## src/rtl/rr_requester.sv

```systemverilog
// rr_requester: requester-side agent for one port of the parking round-robin arbiter.
// Queues burst commands, requests the port, streams beats while granted, then
// releases and waits for the grant to drop before requesting again.
module rr_requester #(
    parameter int unsigned DEPTH   = 4,
    parameter int unsigned LEN_W   = 4,
    parameter int unsigned DATA_W  = 8,
    parameter int unsigned TIMEOUT = 15
) (
    input  logic              clk,
    input  logic              rst_n,
    input  logic              cmd_valid,
    output logic              cmd_ready,
    input  logic [LEN_W-1:0]  cmd_len,
    input  logic [DATA_W-1:0] cmd_seed,
    output logic              req,
    input  logic              gnt,
    output logic              bus_valid,
    output logic [DATA_W-1:0] bus_data,
    output logic              bus_last,
    output logic              busy,
    output logic              starve,
    output logic              gnt_err
);

    localparam int unsigned PTR_W = $clog2(DEPTH);
    localparam int unsigned CNT_W = $clog2(DEPTH + 1);
    localparam int unsigned STV_W = $clog2(TIMEOUT + 1);

    localparam logic [CNT_W-1:0] DEPTH_C   = CNT_W'(DEPTH);
    localparam logic [STV_W-1:0] TIMEOUT_C = STV_W'(TIMEOUT);

    typedef enum logic [1:0] {
        IDLE = 2'd0,
        REQ  = 2'd1,
        REL  = 2'd2
    } state_t;

    state_t state, state_next;

    logic [LEN_W-1:0]  mem_len  [DEPTH];
    logic [DATA_W-1:0] mem_seed [DEPTH];
    logic [PTR_W-1:0]  wr_ptr, rd_ptr;
    logic [CNT_W-1:0]  count, count_next;
    logic [LEN_W-1:0]  beat_idx;
    logic [STV_W-1:0]  starve_cnt;
    logic              ready_q, starve_q, gnt_err_q;

    logic              push, pop, last_beat, fifo_nonempty;
    logic [LEN_W-1:0]  head_len;
    logic [DATA_W-1:0] head_seed;

    assign head_len      = mem_len[rd_ptr];
    assign head_seed     = mem_seed[rd_ptr];
    assign fifo_nonempty = (count != '0);
    assign push          = cmd_valid && ready_q;

    // Beat path is combinational from gnt so a granted cycle carries data
    assign bus_valid = (state == REQ) && gnt;
    assign last_beat = bus_valid && (beat_idx == head_len);
    assign pop       = last_beat;
    assign bus_last  = last_beat;
    assign bus_data  = bus_valid ? DATA_W'(head_seed + DATA_W'(beat_idx)) : '0;

    assign req       = (state == REQ);
    assign busy      = (state != IDLE) || fifo_nonempty;
    assign cmd_ready = ready_q;
    assign starve    = starve_q;
    assign gnt_err   = gnt_err_q;

    // State register
    always_ff @(posedge clk or negedge rst_n) begin
        if (!rst_n) state <= IDLE;
        else        state <= state_next;
    end

    // Next-state: request when work is queued, release until grant drops
    always_comb begin
        state_next = state;
        case (state)
            IDLE:    if (fifo_nonempty) state_next = REQ;
            REQ:     if (last_beat) state_next = REL;
            REL:     if (!gnt) state_next = fifo_nonempty ? REQ : IDLE;
            default: state_next = IDLE;
        endcase
    end

    // Occupancy after this cycle's push/pop
    always_comb begin
        count_next = count;
        if (push && !pop)      count_next = count + CNT_W'(1);
        else if (!push && pop) count_next = count - CNT_W'(1);
    end

    // Command storage; contents need no reset since pointers gate reads
    always_ff @(posedge clk) begin
        if (push) begin
            mem_len[wr_ptr]  <= cmd_len;
            mem_seed[wr_ptr] <= cmd_seed;
        end
    end

    // FIFO pointers, count and registered ready
    always_ff @(posedge clk or negedge rst_n) begin
        if (!rst_n) begin
            wr_ptr  <= '0;
            rd_ptr  <= '0;
            count   <= '0;
            ready_q <= 1'b1;
        end else begin
            if (push) wr_ptr <= wr_ptr + PTR_W'(1);
            if (pop)  rd_ptr <= rd_ptr + PTR_W'(1);
            count   <= count_next;
            ready_q <= (count_next < DEPTH_C);
        end
    end

    // Beat index: advances per beat, holds across grant gaps, clears on last beat
    always_ff @(posedge clk or negedge rst_n) begin
        if (!rst_n)         beat_idx <= '0;
        else if (last_beat) beat_idx <= '0;
        else if (bus_valid) beat_idx <= beat_idx + LEN_W'(1);
    end

    // Starvation counter saturating at TIMEOUT with a single pulse on arrival
    always_ff @(posedge clk or negedge rst_n) begin
        if (!rst_n) begin
            starve_cnt <= '0;
            starve_q   <= 1'b0;
        end else if ((state == REQ) && !gnt) begin
            if (starve_cnt != TIMEOUT_C) starve_cnt <= starve_cnt + STV_W'(1);
            starve_q <= (starve_cnt == TIMEOUT_C - STV_W'(1));
        end else begin
            starve_cnt <= '0;
            starve_q   <= 1'b0;
        end
    end

    // Sticky protocol error: grant lost mid-burst or grant while idle
    always_ff @(posedge clk or negedge rst_n) begin
        if (!rst_n) begin
            gnt_err_q <= 1'b0;
        end else if (((state == REQ) && !gnt && (beat_idx != '0)) ||
                     ((state == IDLE) && gnt)) begin
            gnt_err_q <= 1'b1;
        end
    end

endmodule
```

## config.mk

```make
export PLATFORM = sky130hd
export DESIGN_NAME = rr_requester
export DESIGN_NICKNAME = d
export VERILOG_FILES = /design/src/rtl/rr_requester.sv
export SDC_FILE = /design/constraint.sdc
export NUM_CORES = 1
export LEC_CHECK = 0
export CAP_MARGIN = 20
export CORE_MARGIN = 2
export CORE_UTILIZATION = 25
export CTS_CLUSTER_DIAMETER = 100
export DETAILED_ROUTE_END_ITERATION = 8
export GPL_TIMING_DRIVEN = 1
export PLACE_DENSITY = 0.43
export SLEW_MARGIN = 20
export SYNTH_ARGS = -nofsm -noshare
export SYNTH_HDL_FRONTEND = slang
export SYNTH_SLANG_ARGS = --single-unit
export TNS_END_PERCENT = 1
```

## constraint.sdc

```tcl
create_clock -name clk -period 2.65 [get_ports clk]
set_clock_uncertainty 0.05 [all_clocks]
set_input_delay 0.265 -clock clk [delete_from_list [all_inputs] [get_ports clk]]
set_output_delay 0.265 -clock clk [all_outputs]
set_load 0.01 [all_outputs]
```

Word level (Yosys, flattened, before mapping) --
Memory sizes are Yosys's and may differ from the RTL's. Index checks and enable logic that the tools add are counted.
Operators by class: add/subtract/negate cells 7, order comparisons 1, equal/unequal tests 9, mux-type cells 15, reductions and logical operators 19
Operators by type and width (count):
- $mux W4 | 4
- $add A4 B1 Y4 const B | 2
- $add A8 B4 Y8 | 1
- $logic_and A1 B1 Y1 | 8
- $mux W8 | 1
- $mux W2 | 3
- $mux W3 | 2
- $pmux W2 S3 | 1
- $add A2 B1 Y2 const B | 2
- $eq A4 B4 Y1 | 1
- $eq A4 B4 Y1 const B | 1
- $mux W1 | 4
- $ne A2 B1 Y1 const B | 2
- $ne A2 B2 Y1 const B | 2
- $ne A4 B4 Y1 const B | 1
- $reduce_bool A2 Y1 | 2
- $reduce_bool A4 Y1 | 1
- $add A3 B1 Y3 const B | 1
- $logic_not A1 Y1 | 3
- $lt A3 B3 Y1 const B | 1
- $reduce_and A3 Y1 | 1
- $reduce_bool A3 Y1 | 1
- $sub A3 B1 Y3 const B | 1
- $eq A2 B1 Y1 const B | 1
- 3 further kinds | 4
Storage, ports and cells: bits in registers 20, RAM bits 48, word-level logic and storage cells 62, memories 2
Memories:
- mem_seed | words 4, bits a word 8, read ports 1, clocked after memory_dff 0, wr ports 1, line 42 | logic [DATA_W-1:0] mem_seed [DEPTH];
- mem_len | words 4, bits a word 4, read ports 1, clocked after memory_dff 0, wr ports 1, line 41 | logic [LEN_W-1:0] mem_len [DEPTH];

Depth between registers and ports, before layout --
depth in word-level cells 7, mapped depth 10

Worst setup path before layout --
No wires, ideal clock.
kind flip-flop to output port, from register rd_ptr[0], to output bus_data[6], arrival time 2458 ps, setup slack -123 ps, stages on the path, launching flop included 10, buffers on the path 2, cell sequence dfrtp_1 -> buf_6 -> buf_4 -> mux4_2 -> ha_1 -> fa_1 -> a21o_1 -> a21oi_1 -> o21ai_0 -> a21oi_1
Between the ends: longest elaborated chain between the ends 3
Ends and longest elaborated chain:
- start, declared | line 43 | logic [PTR_W-1:0] wr_ptr, rd_ptr;
- start signal, assigned | line 112 | if (pop) rd_ptr <= rd_ptr + PTR_W'(1);
- $mem_v2 Z4 W8
- $add A8 B4 Y8 | line 63 | assign bus_data = bus_valid ? DATA_W'(head_seed + DATA_W'(beat_idx)) : '0;
- $mux W8 | line 63
- end, declared | line 19 | output logic [DATA_W-1:0] bus_data,
No other way between the ends.

Worst setup path after layout --
from register rd_ptr[0], to output bus_data[4]
Same word-level chain as after synthesis.

==> flow_summary.yaml <==
sta:
  timing.final.max_slew_violations: 0
  period_share_pct: 110
  timing.final.ws_setup_ns: -0.263
  hold_violations: 0
  final.setup.tns_ns: -1.07
  worst_slew_pin_slew_ns: 0.345
  setup_viol: 6
  period_needed_ns: 2.91
  rsz0062_at_grt: "yes"
  slew_headroom_pct: 76.9
  fmax_ghz: 0.343
setup_path:
  cp-end-kind: "output port"
  cp_top_family: "multiplexers"
  crit_type: "reg -> out"
  critPathBufInv: 3
  startpoint_type: "register"
  cp_cell_sequence: "buf_4 > mux4_2 > ha_4 > fa_2 > a21o_1 > a21oi_2 > buf_4 > xnor2_1 > nor2_1 > buf_2"
  crit_top_cell: "buf_4"
  path_max_fanout: 3
  critPathArrivalTime_ns: 2.60
  cpMaxStageDelayCell: "mux4_2"
  critPathMaxStageDelay_ns: 0.52
  crit_required_ns: 2.34
logic_synthesis:
  synth.avg_cell_area_um2: 14.5
  syn_area_um2: 3160
  netlist_instances: 218
  ys_seq_area_share_pct: 61.5
  yosysWarnings: 0
  synthArstFlopShare_pct: 29.4
  synth_edf_count: 48
  synth_seq_cells: 68
  synthDistinctLibCells: 39
  syn-num-nets: 252
  synthFlopType: "edfxtp_1"
floorplanning:
  num_rows: 41
  fp.coreArea_um2: 12500
  chipHeight_um: 116
  start_util_pct: 25.4
  die_area_um2: 13600
  io_pins: 31
  dieWidth_um: 116
layout:
  num_antenna_cells: 0
  fin_util_pct: 33.6
  fin_nets: 321
  final-seq-area_um2: 1940
  areaGrowthSynthToFinish_pct: 32.6
  drive_gt1_share_pct: 27.7
  fin_area_um2: 4190
  multi_input_area_um2: 1200
  fillers: 1231
clock_network:
  cts_buffers: 9
  cts.clk_slew.worst_paths_ns: 0.06
  cts_root_buffer: "clkbuf_16"
  cts_tree: "yes"
  htreeDepth: 3
  cts_max_path_buffers: 2
  clk_latency_ns: 0.32
  clock-sinks: 68
  hold_buffers: 0
power:
  pwr-share-comb_pct: 44.7
  p_leak_nw: 1.63
  cellPowerDensity_nw_per_um2: 1130
  p_int_mw: 3.13
  clkPwrFrac_pct: 22.6
  p_total_mw: 4.72
  switching_share_pct: 33.6
  pwr-share-seq_pct: 32.7
  peakVddDrop_mv: 0.377
  netSwitchingPower_mw: 1.58
global_route:
  grt_pass1_wl_um: 10300
  grt_pass1_vias: 1942
  grt.overflow.total: 0
  grt_use_total_pct: 10.3
  grt_start_max_net_pins: 21
  antenna_found_initial: 0
placement:
  pre_cts_slack_ns: -0.350
  placed_area_um2: 3890
  gp_congestion: 0.688
  numPortBuffers: 30
  post-dp-hpwl_um: 4420
route:
  wl_met1_um: 3070
  drt_iter0_drc: 92
  wl_per_cell_um: 13.7
  drt_wl_total_um: 6340
  viasPerCell: 4.11
  wl_met3_um: 166
  routed.top_layer: "met4"
  antenna_left: 0
  num_vias: 1907
  drc: 0
  wl_met2_um: 3050
  first_pass_iters: 4
status:
  status: "finished, violations left"
  failed_checks: "setup timing"
flow_run:
  cap_viol_max_count: 0
hold_path:
  hp-class: "in -> async"
synth_stat cells (2+ instances only):
master     n  area (um^2)
dfrtp_1   19          475
nand2b_1   5         31.3
nand2_1   14         52.6
nand3_1    6         30.0
nor3_1     4         20.0
o21ai_0   11         55.1
or3_1      3         18.8
a31oi_1    2         12.5
xor2_1     3         26.3
nor2_1    10         37.5
a21oi_1    7         35.0
mux4_1     3         78.8
nor2b_1    6         37.5
and3_1     6         37.5
nor3b_1    3         22.5
ha_1      17          213
mux2i_1    2         20.0
mux4_2     9          203
inv_1     12         45.0
a211oi_1   2         15.0
xnor2_1    8         70.1
edfxtp_1  48         1440
a21o_1     2         15.0
state kept, by name, summed over array words and instances (netlist names), named ones only:
signal / flops
beat_idx: 4
cmd_ready: 1
count: 2
gnt_err: 1
mem_len: 16
mem_seed: 32
rd_ptr: 2
starve: 1
starve_cnt: 4
state: 2
wr_ptr: 2
through the flow:
stage	cells	hold WS, ns
6_report	464	0.241
5_1_grt	464	0.268
4_1_cts	463	0.248
3_5_place_dp	447	0.415
3_3_place_gp	447	0.410
2_1_floorplan	218	-0.0806
cells by family after synthesis:
group                    count (synthesis)  synth area share [%]
adder cells (fa/ha/maj)                 18                  7.36
AO/OA/AOI/OAI                           30                  5.62
buffers and inverters                   17                  2.41
flip-flops                              68                  61.5
multiplexers                            14                  9.54
AND/OR/NAND/NOR                         59                  10.1
XOR/XNOR                                12                  3.56
path summary, 6_finish.rpt:
path                                  startpoint  cells after the start                     to  slack [ns]
max reg2reg                rd_ptr[0]$_DFFE_PN0P_                     12   count[0]$_DFFE_PN0P_        0.02
min reg2reg                  gnt_err$_DFFE_PN0P_                      1    gnt_err$_DFFE_PN0P_        0.42
min in group clk             gnt_err$_DFFE_PN0P_                      1    gnt_err$_DFFE_PN0P_        0.42
max in group asynchronous                  rst_n                      2    cmd_ready$_DFF_PN1_        2.03
min                                        rst_n                      2  wr_ptr[0]$_DFFE_PN0P_        0.24
max                        rd_ptr[0]$_DFFE_PN0P_                     10            bus_data[4]       -0.26
timing repair:
item,CTS,global route
setup endpoints to repair,12,13
pin swaps,5,4
setup buffers,0,1
resized for setup,42,7
routing by layer:
layer	up-vias	track usage [%]
met3	5	2.65
met1	927	13.9
met2	29	16.2
li1	946	-
met4	0	3.33
met5	-	0
power by group through the flow:
stage	Combinational, mW	Sequential [mW]	Clock (mW)
after floorplan	1.24	1.53	0
after global placement	2.10	1.56	0
after detailed placement	2.09	1.56	0
after CTS	2.12	1.55	1.11
after global routing	2.36	1.57	1.16
final	2.11	1.54	1.07
cell type report:
| type | count | area share, % |
|---|---|---|
| sequential | 68 | 46.3 |
| multi-input combinational | 133 | 28.6 |
| timing repair buffer | 62 | 12.3 |
| clock buffer | 9 | 5.37 |
| tap | 172 | 5.13 |
| inverter | 13 | 1.16 |
| clock inverter | 7 | 1.04 |
worst register-to-register path, cell delays in order, from the launching register on:
cell     delay, ns
dfrtp_1       0.36
buf_4         0.16
buf_8         0.13
mux4_2        0.51
xor2_1        0.18
nor4_4        0.29
and2_4        0.21
inv_1         0.07
ha_4          0.29
buf_4         0.11
nor2_1        0.03
o21ai_0       0.07
nand2_1       0.07
cells in the final DEF, fill, tap and decap left out, drive strengths merged, types with 2 or more instances in the layout:
| master | instances |
|---|---|
| a21o | 2 |
| o21ai | 12 |
| and3 | 6 |
| nor2b | 6 |
| dfrtp | 19 |
| xor2 | 4 |
| mux2i | 2 |
| nor2 | 10 |
| ha | 17 |
| nand3 | 6 |
| buf | 39 |
| inv | 12 |
| clkdlybuf4s50 | 21 |
| mux4 | 12 |
| nand2b | 5 |
| a211oi | 2 |
| edfxtp | 48 |
| or3 | 3 |
| xnor2 | 8 |
| a31oi | 2 |
| nor3 | 4 |
| nor3b | 3 |
| clkinv | 7 |
| nand2 | 14 |
| clkbuf | 9 |
| a21oi | 7 |
No activity file was read; power rests on OpenSTA's default activity.
